[config.mk]
export PLATFORM = sky130hd
export DESIGN_NAME = tage_hist_hash
export DESIGN_NICKNAME = d
export VERILOG_FILES = /design/src/rtl/tage_hist_hash.sv
export SDC_FILE = /design/constraint.sdc
export NUM_CORES = 1
export LEC_CHECK = 0
export ABC_AREA = 1
export BUFFER_PORTS_ARGS = -buffer_cell sky130_fd_sc_hd__buf_2
export CAP_MARGIN = 40
export CORE_UTILIZATION = 47
export CTS_BUF_LIST = sky130_fd_sc_hd__clkbuf_4
export DETAILED_ROUTE_END_ITERATION = 16
export GPL_ROUTABILITY_DRIVEN = 0
export GPL_TIMING_DRIVEN = 0
export PLACE_DENSITY = 0.76
export SKIP_CTS_REPAIR_TIMING = 1
export SLEW_MARGIN = 5
export SYNTH_ARGS = -nofsm -noshare
export SYNTH_HDL_FRONTEND = slang
export SYNTH_SLANG_ARGS = --single-unit
[constraint.sdc]
create_clock -name clk_i -period 4.5 [get_ports clk_i]
set_input_delay 1.35 -clock clk_i [delete_from_list [all_inputs] [get_ports clk_i]]
set_output_delay 1.35 -clock clk_i [all_outputs]
set_load 0.05 [all_outputs]
[src/rtl/tage_hist_hash.sv]
// rtl/tage_hist_hash.sv - TAGE table index/tag hash with GHR and folded histories
// Optional macro TAGE_HIST_CKPT_EN: checkpoint history on lookup, restore it on flush.
`ifndef TAGE_IDX_WIDTH
`define TAGE_IDX_WIDTH 10
`endif

module tage_hist_hash #(
   parameter int PC_W     = 32,
   parameter int IDX_W    = `TAGE_IDX_WIDTH,
   parameter int TAG_W    = 9,
   parameter int HIST_LEN = 32,
   parameter int GHR_LEN  = 64
) (
   input  logic               clk_i,
   input  logic               rst_i,
   input  logic               pc_valid_i,
   input  logic [PC_W-1:0]    pc_i,
   input  logic               br_valid_i,
   input  logic               br_taken_i,
   input  logic               flush_i,
   output logic [IDX_W-1:0]   hash_idx_o,
   output logic [TAG_W-1:0]   hash_tag_o,
   output logic               hash_valid_o,
   output logic [GHR_LEN-1:0] ghr_o
);

   localparam int T2_W   = TAG_W - 1;
   localparam int SH_IDX = HIST_LEN % IDX_W;
   localparam int SH_T1  = HIST_LEN % TAG_W;
   localparam int SH_T2  = HIST_LEN % T2_W;

   logic [GHR_LEN-1:0] ghr_q, ghr_base, ghr_d;
   logic [IDX_W-1:0]   fidx_q, fidx_base, fidx_d;
   logic [TAG_W-1:0]   ft1_q, ft1_base, ft1_d;
   logic [T2_W-1:0]    ft2_q, ft2_base, ft2_d;
   logic               old_bit;
   logic [IDX_W-1:0]   idx_calc;
   logic [TAG_W-1:0]   tag_calc;
   logic               lookup;

   logic unused_pc;
   assign unused_pc = ^{pc_i[1:0], pc_i[PC_W-1:2*IDX_W+2]};

   assign lookup = pc_valid_i && !flush_i;

`ifdef TAGE_HIST_CKPT_EN
   logic [GHR_LEN-1:0] ck_ghr_q;
   logic [IDX_W-1:0]   ck_fidx_q;
   logic [TAG_W-1:0]   ck_ft1_q;
   logic [T2_W-1:0]    ck_ft2_q;

   always_ff @(posedge clk_i or posedge rst_i) begin
      if (rst_i) begin
         ck_ghr_q  <= '0;
         ck_fidx_q <= '0;
         ck_ft1_q  <= '0;
         ck_ft2_q  <= '0;
      end else if (lookup) begin
         ck_ghr_q  <= ghr_q;
         ck_fidx_q <= fidx_q;
         ck_ft1_q  <= ft1_q;
         ck_ft2_q  <= ft2_q;
      end
   end
`endif

   // Flush picks the repaired base first; a same-cycle outcome is then shifted onto it.
   always_comb begin
      ghr_base  = ghr_q;
      fidx_base = fidx_q;
      ft1_base  = ft1_q;
      ft2_base  = ft2_q;
      if (flush_i) begin
`ifdef TAGE_HIST_CKPT_EN
         ghr_base  = ck_ghr_q;
         fidx_base = ck_fidx_q;
         ft1_base  = ck_ft1_q;
         ft2_base  = ck_ft2_q;
`else
         ghr_base  = '0;
         fidx_base = '0;
         ft1_base  = '0;
         ft2_base  = '0;
`endif
      end
      old_bit = ghr_base[HIST_LEN-1];
      ghr_d   = ghr_base;
      fidx_d  = fidx_base;
      ft1_d   = ft1_base;
      ft2_d   = ft2_base;
      if (br_valid_i) begin
         ghr_d  = {ghr_base[GHR_LEN-2:0], br_taken_i};
         fidx_d = {fidx_base[IDX_W-2:0], fidx_base[IDX_W-1]}
                ^ {{(IDX_W-1){1'b0}}, br_taken_i}
                ^ ({{(IDX_W-1){1'b0}}, old_bit} << SH_IDX);
         ft1_d  = {ft1_base[TAG_W-2:0], ft1_base[TAG_W-1]}
                ^ {{(TAG_W-1){1'b0}}, br_taken_i}
                ^ ({{(TAG_W-1){1'b0}}, old_bit} << SH_T1);
         ft2_d  = {ft2_base[T2_W-2:0], ft2_base[T2_W-1]}
                ^ {{(T2_W-1){1'b0}}, br_taken_i}
                ^ ({{(T2_W-1){1'b0}}, old_bit} << SH_T2);
      end
   end

   assign idx_calc = pc_i[IDX_W+1:2] ^ pc_i[2*IDX_W+1:IDX_W+2] ^ fidx_q;
   assign tag_calc = pc_i[TAG_W+1:2] ^ ft1_q ^ {ft2_q, 1'b0};

   always_ff @(posedge clk_i or posedge rst_i) begin
      if (rst_i) begin
         ghr_q        <= '0;
         fidx_q       <= '0;
         ft1_q        <= '0;
         ft2_q        <= '0;
         hash_idx_o   <= '0;
         hash_tag_o   <= '0;
         hash_valid_o <= 1'b0;
      end else begin
         ghr_q        <= ghr_d;
         fidx_q       <= fidx_d;
         ft1_q        <= ft1_d;
         ft2_q        <= ft2_d;
         hash_valid_o <= lookup;
         if (lookup) begin
            hash_idx_o <= idx_calc;
            hash_tag_o <= tag_calc;
         end
      end
   end

   assign ghr_o = ghr_q;

endmodule

### Yosys cells after proc, flatten, opt, wreduce, memory -nomap -nowiden

Index checks and enable logic that the tools add are counted.

* output and inout port bits: 84
* flip-flop bits (word level): 111
* logic and storage cells: 29

* multiplexer cells: 8
* reductions and logical operators: 3
* bitwise logic cells: 10

Operators with widths (count)
* 64-bit 2-to-1 mux: 2
* 10-bit 2-to-1 mux: 2
* 10-bit bitwise XOR: 2
* 9-bit 2-to-1 mux: 2
* 9-bit bitwise XOR: 2
* 8-bit 2-to-1 mux: 2
* 8-bit by 1-bit bitwise XOR with 8-bit output: 2
* 10-bit by 1-bit bitwise XOR with 10-bit output: 1
* 10-bit by 3-bit bitwise XOR with 10-bit output: 1
* 9-bit by 1-bit bitwise XOR with 9-bit output: 1
* 9-bit by 6-bit bitwise XOR with 9-bit output: 1
* 2-bit nonzero test: 1
* 1-bit logical AND: 1
* 1-bit zero test: 1

### Logic depth before layout (Yosys ltp)

Gate-level depths: netlist of run 1.

* depth after elaboration: 4
* gate-level depth with buffers: 6
* gate-level depth less buffers: 6

### Least setup slack after synthesis of run 1

OpenSTA, ideal clock, no wires.

* kind: input-to-reg
* from: input port br_valid_i
* to: register ghr_q[38] (netlist: ghr_o[38])
* required time: 4370 ps
* data arrival time: 1904 ps
* path buffers: 3
* stages on the path: 5
* setup slack: 2466 ps
* cell sequence: buf_4 > nand2_2 > buf_6 > buf_6 > o22ai_2

* word-level cells in the longest chain between the ends: 1

RTL lines
* from (decl): line 18 `input logic br_valid_i,`
* 64-bit 2-to-1 mux: line 91 `if (br_valid_i) begin`
* via ghr_d[38]: line 32 `logic [GHR_LEN-1:0] ghr_q, ghr_base, ghr_d;`
* to (signal assigned): line 118 `ghr_q <= ghr_d;`
* to (decl): line 32

The timed path passes the listed nets, and every way through them passes these cells.
A chain may end at the register's enable or synchronous reset.

### Final worst setup path of run 1

* from: register ghr_q[31] (netlist: ghr_o[31])
* to: output port ghr_o[31]

RTL lines
* to (decl): line 24 `output logic [GHR_LEN-1:0] ghr_o`

No word-level cell between the ends.

==> results of run 1 <==
metrics by stage:
stage	hold WS [ns]	area, sq um	utilization (%)	std cells	power [mW]
2_1_floorplan	0.471	4800	-	515	1.27
3_3_place_gp	0.458	5510	56.1	757	1.35
3_5_place_dp	0.464	5540	56.4	758	1.36
4_1_cts	0.501	5710	58.1	774	1.92
5_1_grt	0.534	5710	58.1	774	1.99
6_report	0.497	5710	58.1	774	1.91
power by group through the flow:
stage | clock [mW] | combinational (mW) | sequential (mW)
6_report | 0.572 | 0.291 | 1.05
5_1_grt | 0.617 | 0.319 | 1.05
4_1_cts | 0.579 | 0.294 | 1.05
3_5_place_dp | 0 | 0.293 | 1.07
3_3_place_gp | 0 | 0.283 | 1.06
2_1_floorplan | 0 | 0.115 | 1.16
metal layers:
layer | share of wire (%) | GRT usage, %
met5 | 0 | 0
met4 | 1.2 | 8.02
met3 | 6.8 | 6.58
met2 | 49 | 40.8
met1 | 43 | 30.2
cells in the mapped netlist:
cell and count:
nand2_1 157, dfrtp_1 111, nor2_2 1, nand2_2 2, buf_4 2, o22ai_1 64, a21oi_1 4, nand3_1 34
nor2_1 1, inv_1 72, o21ai_0 2, inv_2 4, buf_2 19, buf_6 4, or2_2 2, nand3b_1 8
xnor2_1 1, o22ai_2 20, o21ai_1 7
registers in the layout, indices dropped and copies added (netlist names):
name	count
fidx_q	10
ghr_o	64
ft1_q	9
hash_idx_o	10
hash_tag_o	9
ft2_q	8
hash_valid_o	1
area by class of cell:
type,instances,area [sq um]
Fill cell,931,4110
Sequential cell,111,2780
Multi-Input combinational cell,303,1580
Timing Repair Buffer,110,573
Inverter,76,288
Tap cell,133,166
Buffer,25,155
Clock inverter,7,100
Clock buffer,9,67.6
cell families (layout without fill, tap and decap cells):
family	Yosys count	count (layout)
AO/OA/AOI/OAI	97	97
XOR/XNOR	1	1
buffers and inverters	101	227
flip-flops	111	111
AND/OR/NAND/NOR	205	205
how the worst max path moves through the flow:
stage | startpoint | end | slack [ns] | cells after the start
finish | ghr_o[31] | ghr_o[31] | 1.89 | 1
global route | ghr_o[31] | ghr_o[31] | 1.81 | 1
CTS | ghr_o[31] | ghr_o[31] | 1.88 | 1
detailed placement | flush_i | hash_tag_o[2] | 2.16 | 7
global placement | rst_i | hash_idx_o[7] | -0.92 | 2
floorplan | rst_i | fidx_q[0] | 0.22 | 1
==> metrics.csv, run 1 <==
metric;value;unit
Core ar.;9820;sq um
hpwl dp;8410;um
FP Rows;36;
# nets final;674;
die footprint;10600;sq um
area grow syn2layout;19.0;%
CTS buffer count;9;
vias in the first global route;4112;
Compound-Gate Fraction of Synth Area;14.9;%
Clock Tree Buf Depth;2;
crit path DAT;1.26;ns
mean post-synth cell area;9.31;sq um
DRC;0;
ranking of synthesized cells by area;dfrtp_1 (58%), nand2_1 (12%), o22ai_1 (8.3%), inv_1 (5.6%), o22ai_2 (5.2%);
first-pass GRT wire length;19400;um
cells after synthesis;515;
VDD IR max;181;uV
number of synthesized register bits;111;
HP Class;reg -> reg;
chip width;103;um
layout cells sized above 1;28.2;%
Post-Synth Adder-Cell Area;0;%
area of the mapped netlist;4800;sq um
worst setup margin;1.89;ns
commonest non-fill, non-tap cells in the layout;nand2_1 (157), buf_2 (128), dfrtp_1 (111), inv_1 (71), o22ai_1 (64);
min-delay src;hash_idx_o[8];
R2R depth;6;
n_diodes;0;
xor and xnor area share after synthesis;0.183;%
Worst-Margin Slew;0.706;ns
reg2reg start;ghr_o[31];
most common cell after layout, fill and taps aside;nand2_1;
Detail Route Antenna Nets;0;
delay-heaviest family, CP;flip-flops;
Root Driver;clkbuf_4;
CTS tree;done;
internal power;1.33;mW
Relative slew margins;52.9;%
Final Hold Fails;0;
Sw Ratio;30.2;%
initial antenna violation count;0;
startpoint types;register;
Critical Path Fanout Max;6;
Routed WL per cell;15.3;um
Buf/Inv on CP;1;
Final Setup Violations;0;
DR vias;4049;
iteration count of the initial detailed-routing pass;4;
FF-to-FF End;ft2_q[0];
Setup CP Type;reg -> out;
outcome;complete, no violations;
syn nets;553;
total grt overflow;0;
R2R Setup Slk;3.44;ns
H-tree Lvls;3;
I/O pin count;122;
sequential power share;54.8;%
largest family of logic cells by synthesized area;simple AND/OR/NAND/NOR gates;
post-synthesis mux area share;0;%
Unique masters post-synth;19;
Global Route Usage Sum;24.2;%
worst skew pair latency;0.47;ns
post-synthesis simple-gate area fraction;17.8;%
cell taking the most area after synthesis;dfrtp_1;
CP max stage delay;0.47;ns
Die H;103;um
WHS Endpoint;hash_idx_o[8];
drt initial violations;160;
Cell Pwr Density;335;nW/um^2
register area share after synthesis;57.9;%
period utilisation layout;58.0;%
CP cell instances;buf_2;
Slew Limit Fails;0;
Worst Skew;0.0184;ns
Clk pwr share;29.9;%
largest net degree at the start of global routing;58;
Crit. End Element;primary output;
P_sw;0.576;mW
Yosys top cell area share;57.9;%
overall routed net length;11900;um
Crit path required time;3.15;ns
CTS clk-pin slew, worst paths;0.17;ns
max_cap viols;0;
crit path time final;2.61;ns
Fmax;383;MHz
number of port buffers;109;
TNS Setup;0;ns
DR vias/cell;5.23;
total clock sinks;111;
Leak;2.98;nW
Initial Util;48.9;%
Syn. warnings;0;
pre-CTS WS;2.16;ns
Crit-path slowest cell;dfrtp_1;
Logic pwr share;15.2;%
hold path cells;2;
RSZ-0062 raised after global routing;false;
(Power assumes the default switching activity.)
==> inputs of run 2 (changes only) <==
==> constraint.sdc (replaced) <==
create_clock -name clk_i -period 2.55 [get_ports clk_i]
set_input_delay 0.765 -clock clk_i [delete_from_list [all_inputs] [get_ports clk_i]]
set_output_delay 0.765 -clock clk_i [all_outputs]
set_load 0.05 [all_outputs]
==> run 2 against run 1 <==
Against the previous run:
- utilization fell by 0.076 points
- flip-flop and latch count did not move
- power rose by 68%
- sequential power rose by 76%
- final cell count rose by 0.26%
- count of clock-buffer cells in the layout did not move
- non-clock buffer count rose by 2
- cell area fell by 0.13%
- first-iteration DRC count rose by 0.63%
- largest power group unchanged
==> metrics.csv, run 2 (synthesis gave the netlist of run 1 again) <==
metric;value;unit;change
Cell Pwr Density;562;nW/um^2;was 335 nW/um^2
VDD IR max;262;uV;was 181 uV
# nets final;676;;was 674
DR vias/cell;5.27;;was 5.23
delay-heaviest family, CP;flip-flops;;unchanged
total grt overflow;0;;unchanged
I/O pin count;122;;unchanged
max FFs per register;64;;unchanged
RSZ-0062 raised after global routing;false;;unchanged
Final Setup Violations;0;;unchanged
crit path time final;2.00;ns;
number of port buffers;109;;unchanged
area post-placement;5570;sq um;was 5540 sq um
CTS tree;done;;unchanged
Final Hold Fails;0;;unchanged
Fmax;499;MHz;
TNS Setup;0;ns;unchanged
DRC;0;;unchanged
Clock Tree Buf Depth;2;;unchanged
Core ar.;9820;sq um;unchanged
Final Instance Area;5700;sq um;was 5710 sq um
layout cells sized above 1;28.5;%;was 28.2%
n_diodes;0;;unchanged
iteration count of the initial detailed-routing pass;5;;was 4
CTS clk-pin slew, worst paths;0.18;ns;was 0.17 ns
FILL cells;899;;was 931
worst skew pair latency;0.46;ns;was 0.47 ns
period utilisation layout;78.5;%;
Root Driver;clkbuf_4;;unchanged
DR vias;4087;;was 4049
CP startpoint;ghr_o[31];;unchanged
Initial Util;48.9;%;unchanged
Global Route Usage Sum;23.8;%;was 24.2%
crit path DAT;1.24;ns;was 1.26 ns
CTS buffer count;9;;unchanged
Crit path required time;1.79;ns;was 3.15 ns
reg2reg start;ghr_o[31];;unchanged
vias in the first global route;4096;;was 4112
Routed WL per cell;15.4;um;was 15.3 um
commonest non-fill, non-tap cells in the layout;nand2_1 (157), buf_2 (128), dfrtp_1 (111), inv_1 (71), o22ai_1 (64);;unchanged
outcome;complete, no violations;;unchanged
Relative slew margins;59.5;%;was 52.9%
Crit. End Element;primary output;;unchanged
Setup CP Type;reg -> out;;unchanged
chip width;103;um;unchanged
drt initial violations;161;;was 160
Leak;2.97;nW;was 2.98 nW
startpoint types;register;;unchanged
hpwl dp;8610;um;was 8410 um
FP Rows;36;;unchanged
max_cap viols;0;;unchanged
area grow syn2layout;18.8;%;was 19.0%
CP cell instances;buf_2;;unchanged
Die H;103;um;unchanged
Buf/Inv on CP;1;;unchanged
most common cell after layout, fill and taps aside;nand2_1;;unchanged
Slew Limit Fails;0;;unchanged
Crit-path slowest cell;dfrtp_1;;unchanged
Critical Path Fanout Max;6;;unchanged
overall routed net length;11900;um;about the same
die footprint;10600;sq um;unchanged
Worst-Margin Slew;0.606;ns;was 0.706 ns
Detail Route Antenna Nets;0;;unchanged
initial antenna violation count;0;;unchanged
Worst Skew;0.0152;ns;was 0.0184 ns
total clock sinks;111;;unchanged
largest net degree at the start of global routing;34;;was 58
first-pass GRT wire length;19200;um;was 19400 um
HP Class;in -> async;;was reg -> reg
CP max stage delay;0.48;ns;was 0.47 ns
H-tree Lvls;3;;unchanged
run 2: changes by cell type in the layout (fill, tap and decap cells not counted), sizes merged:
cell,change
buf,+2
bufinv,-2
clkinvlp,+2
clkinv,-1
inv,+1
run 2: worst paths after layout:
kind,cells past startpoint,end,slack (ns)
setup reg to reg,6,ft2_q[0],1.50
min in group clk_i,2,hash_idx_o[7],0.49
max in group asynchronous,4,ghr_o[51],1.44
hold reg to reg,2,hash_idx_o[7],0.49
setup / recovery,1,ghr_o[31],0.55
hold / removal,2,ft1_q[4],0.35
run 2: per-stage QoR:
step | hold slack (ns) | std cells | worst slack [ns] | util (%) | power [mW]
CTS | 0.348 | 776 | 0.525 | 58.0 | 3.23
floorplan | 0.471 | 515 | 0.442 | - | 2.25
global placement | 0.458 | 757 | -0.234 | 56.1 | 2.38
global route | 0.374 | 776 | 0.435 | 58.0 | 3.35
detailed placement | 0.461 | 760 | 0.783 | 56.8 | 2.40
finish | 0.350 | 776 | 0.547 | 58.0 | 3.20
run 2: power by group:
group	switching, mW	total [mW]	leakage (nW)	internal, mW
Sequential	0.0315	1.85	1.51	1.82
Combinational	0.386	0.519	1.38	0.133
Clock	0.614	0.835	0.0696	0.221
Total	1.03	3.20	2.97	2.17
run 2: layer usage:
metal  vias to the layer above  track usage [%]  wire length, um
li1                       1943                -                -
met1                      1972             30.3             5080
met2                       156             39.1             5730
met3                        16             6.58              949
met4                         0             8.34              169
met5                         -                0                0
run 2: area by class of cell:
| class | count | area, sq um | area share (%) |
|---|---|---|---|
| clock inverter | 7 | 58.8 | 1.03 |
| tap | 133 | 166 | 2.92 |
| clock buffer | 9 | 67.6 | 1.19 |
| inverter | 76 | 289 | 5.07 |
| multi-input combinational | 303 | 1580 | 27.7 |
| buffer | 25 | 155 | 2.72 |
| sequential | 111 | 2780 | 48.7 |
| timing repair buffer | 112 | 606 | 10.6 |
==> inputs of run 3 (changes only) <==
--- a/config.mk
+++ b/config.mk
@@ -5,7 +5,7 @@
 export SDC_FILE = /design/constraint.sdc
 export NUM_CORES = 1
 export LEC_CHECK = 0
-export ABC_AREA = 1
+export ABC_AREA = 0
 export BUFFER_PORTS_ARGS = -buffer_cell sky130_fd_sc_hd__buf_2
 export CAP_MARGIN = 40
 export CORE_UTILIZATION = 47
@@ -13,7 +13,7 @@
 export DETAILED_ROUTE_END_ITERATION = 16
 export GPL_ROUTABILITY_DRIVEN = 0
 export GPL_TIMING_DRIVEN = 0
-export PLACE_DENSITY = 0.76
+export PLACE_DENSITY = 0.79
 export SKIP_CTS_REPAIR_TIMING = 1
 export SLEW_MARGIN = 5
 export SYNTH_ARGS = -nofsm -noshare
==> constraint.sdc (replaced) <==
create_clock -name clk_i -period 1.6 [get_ports clk_i]
set_input_delay 0.48 -clock clk_i [delete_from_list [all_inputs] [get_ports clk_i]]
set_output_delay 0.48 -clock clk_i [all_outputs]
set_load 0.05 [all_outputs]
==> run 3 against run 2 <==
Against the previous run:
- area after synthesis unchanged
- register-to-register slack got worse by 1.1 ns
- final cell count decreased by 13%
- via count decreased by 18%
- non-clock buffer count increased by 11
- global-route usage decreased by 4.8 points
- flip-flop and latch count unchanged
- sequential share of layout area decreased by 3.6 points
- utilization increased by 4.7 points
- synthesized cell count decreased by 21%
- combinational power increased by 79%
- worst hold slack got worse by 0.049 ns
==> metrics.csv, run 3 <==
metric;value;unit;change
outcome;complete, no violations;;unchanged
Final Hold Fails;0;;unchanged
period utilisation layout;97.4;%;
die footprint;10600;sq um;unchanged
largest net degree at the start of global routing;40;;was 34
total grt overflow;0;;unchanged
CTS clk-pin slew, worst paths;0.17;ns;was 0.18 ns
cells after synthesis;407;;was 515
Die H;103;um;unchanged
total clock sinks;111;;unchanged
Yosys top cell area share;57.9;%;unchanged
most common cell after layout, fill and taps aside;dfrtp_1;;was nand2_1
Critical Path Fanout Max;3;;was 6
Detail Route Antenna Nets;0;;unchanged
VDD IR max;500;uV;was 262 uV
CTS tree;done;;unchanged
number of port buffers;109;;unchanged
Worst-Margin Slew;0.463;ns;was 0.606 ns
RSZ-0062 raised after global routing;true;;was false
Crit-path slowest cell;dfrtp_1;;unchanged
Unique masters post-synth;25;;was 19
chip width;103;um;unchanged
cell taking the most area after synthesis;dfrtp_1;;unchanged
area occupied by multi-input gates;1800;sq um;was 1580 sq um
DRC;0;;unchanged
Syn. warnings;0;;unchanged
Global Route Usage Sum;19.0;%;was 23.8%
ranking of synthesized cells by area;dfrtp_1 (58%), mux2i_1 (18%), nor2_1 (6.9%), xnor2_1 (4.0%), xor2_1 (3.3%);;was dfrtp_1 (58%), nand2_1 (12%), o22ai_1 (8.3%), inv_1 (5.6%), o22ai_2 (5.2%)
CP cell instances;buf_4;;was buf_2
syn nets;445;;was 553
Buf/Inv on CP;1;;unchanged
I/O pin count;122;;unchanged
R2R Setup Slk;0.37;ns;was 1.50 ns
area grow syn2layout;28.4;%;was 18.8%
DR vias;3364;;was 4087
Setup CP Type;reg -> out;;unchanged
Relative slew margins;69.1;%;was 59.5%
synth cell count leaders;dfrtp_1 (111), nor2_1 (88), mux2i_1 (85);;was nand2_1 (157), dfrtp_1 (111), inv_1 (72)
Routed WL per cell;15.1;um;was 15.4 um
Synth Flop Type;dfrtp_1;;unchanged
Crit path required time;1.12;ns;was 1.79 ns
register area share after synthesis;57.9;%;unchanged
first-pass GRT wire length;15200;um;was 19200 um
overall routed net length;10200;um;was 11900 um
Clock Tree Buf Depth;2;;unchanged
CP max stage delay;0.44;ns;was 0.48 ns
max FFs per register;64;;unchanged
Worst Skew;0.0178;ns;was 0.0152 ns
Root Driver;clkbuf_4;;unchanged
Core ar.;9820;sq um;unchanged
iteration count of the initial detailed-routing pass;4;;was 5
max_cap viols;0;;unchanged
initial antenna violation count;0;;unchanged
Cell Pwr Density;905;nW/um^2;was 562 nW/um^2
area post-placement;5550;sq um;was 5570 sq um
startpoint types;register;;unchanged
commonest non-fill, non-tap cells in the layout;dfrtp_1 (111), nor2_1 (88), mux2i_1 (85), buf_4 (57), buf_6 (33);;was nand2_1 (157), buf_2 (128), dfrtp_1 (111), inv_1 (71), o22ai_1 (64)
Final Setup Violations;0;;unchanged
number of synthesized register bits;111;;unchanged
mean post-synth cell area;11.8;sq um;was 9.31 sq um
crit path time final;1.56;ns;
vias in the first global route;3108;;was 4096
hpwl dp;6970;um;was 8610 um
Final Instance Area;6160;sq um;was 5700 sq um
count leader, synth;dfrtp_1;;was nand2_1
# nets final;579;;was 676
FILL cells;808;;was 899
Initial Util;48.9;%;unchanged
Leak;3.25;nW;was 2.97 nW
worst skew pair latency;0.45;ns;was 0.46 ns
storage element area;2780;sq um;unchanged
TNS Setup;0;ns;unchanged
H-tree Lvls;3;;unchanged
DR vias/cell;4.96;;was 5.27
n_diodes;0;;unchanged
area of the mapped netlist;4800;sq um;unchanged
layout cells sized above 1;28.8;%;was 28.5%
crit path DAT;1.08;ns;was 1.24 ns
Fmax;642;MHz;
CTS buffer count;9;;unchanged
FP Rows;36;;unchanged
Post-synth EDFFs;0;;unchanged
HP Class;in -> reg;;was in -> async
delay-heaviest family, CP;flip-flops;;unchanged
drt initial violations;97;;was 161
Slew Limit Fails;0;;unchanged
Util after Layout;62.7;%;was 58.0%
hold slack;0.302;ns;was 0.350 ns
Crit. End Element;primary output;;unchanged
Synth async-reset ratio;100;%;unchanged
-- run 3: changes by cell type after synthesis, moves of 8 or more --
cell,before,now
o21ai_0,2,18
nand3b_1,8,0
nand3_1,34,0
o22ai_2,20,0
o22ai_1,64,0
inv_1,72,3
xor2_1,0,18
nand2_1,157,22
buf_2,19,6
xnor2_1,1,22
nor2_1,1,88
mux2i_1,0,85
-- run 3: path summary, 6_finish.rpt --
| path | startpoint | end | cells past startpoint |
|---|---|---|---|
| min | pc_i[20] | hash_idx_o[8] | 3 |
| min reg2reg | hash_tag_o[5] | hash_tag_o[5] | 2 |
| min in group asynchronous | rst_i | hash_idx_o[5] | 3 |
| max reg2reg | ghr_o[31] | ft2_q[0] | 4 |
| max | ghr_o[41] | ghr_o[41] | 1 |
| max in group asynchronous | rst_i | ghr_o[31] | 5 |
-- run 3: kinds of logic after synthesis --
logic type	synth area share [%]
xor gates and xnor gates	7.30
AOI/OAI and AO/OA	3.31
buffers and inverters	4.49
muxes	18.0
DFF	57.9
and+or+nand+nor	9.02
-- run 3: area by class of cell --
| cell class | count | share of cell area [%] |
|---|---|---|
| clock inverters | 4 | 1.54 |
| plain buffers | 25 | 3.25 |
| repair buffers | 123 | 16.5 |
| well taps | 133 | 2.70 |
| clock buffers | 11 | 1.34 |
| inverters | 4 | 0.305 |
| multi-input cells | 267 | 29.3 |
| flip-flops and latches | 111 | 45.1 |
-- run 3: metrics by stage --
| stage | power, mW | worst slack [ns] | instances |
|---|---|---|---|
| 5_1_grt | 5.81 | -0.0172 | 678 |
| 6_report | 5.57 | 0.0424 | 678 |
| 3_3_place_gp | 3.86 | -0.898 | 649 |
| 3_5_place_dp | 3.89 | 0.0151 | 651 |
| 4_1_cts | 5.56 | -0.0609 | 666 |
| 2_1_floorplan | 3.66 | -0.223 | 407 |
-- run 3: power breakdown --
group | total (mW) | internal [mW] | switching (mW)
Combinational | 0.931 | 0.327 | 0.604
Sequential | 2.97 | 2.90 | 0.0646
Clock | 1.68 | 0.818 | 0.857
-- run 3: routing by layer --
| layer | vias to the layer above | global-route usage [%] | wire length (um) |
|---|---|---|---|
| met5 | - | 0 | 0 |
| met3 | 13 | 5.02 | 529 |
| met2 | 90 | 30.5 | 5160 |
| li1 | 1598 | - | - |
| met1 | 1663 | 24.9 | 4420 |
| met4 | 0 | 6.50 | 137 |
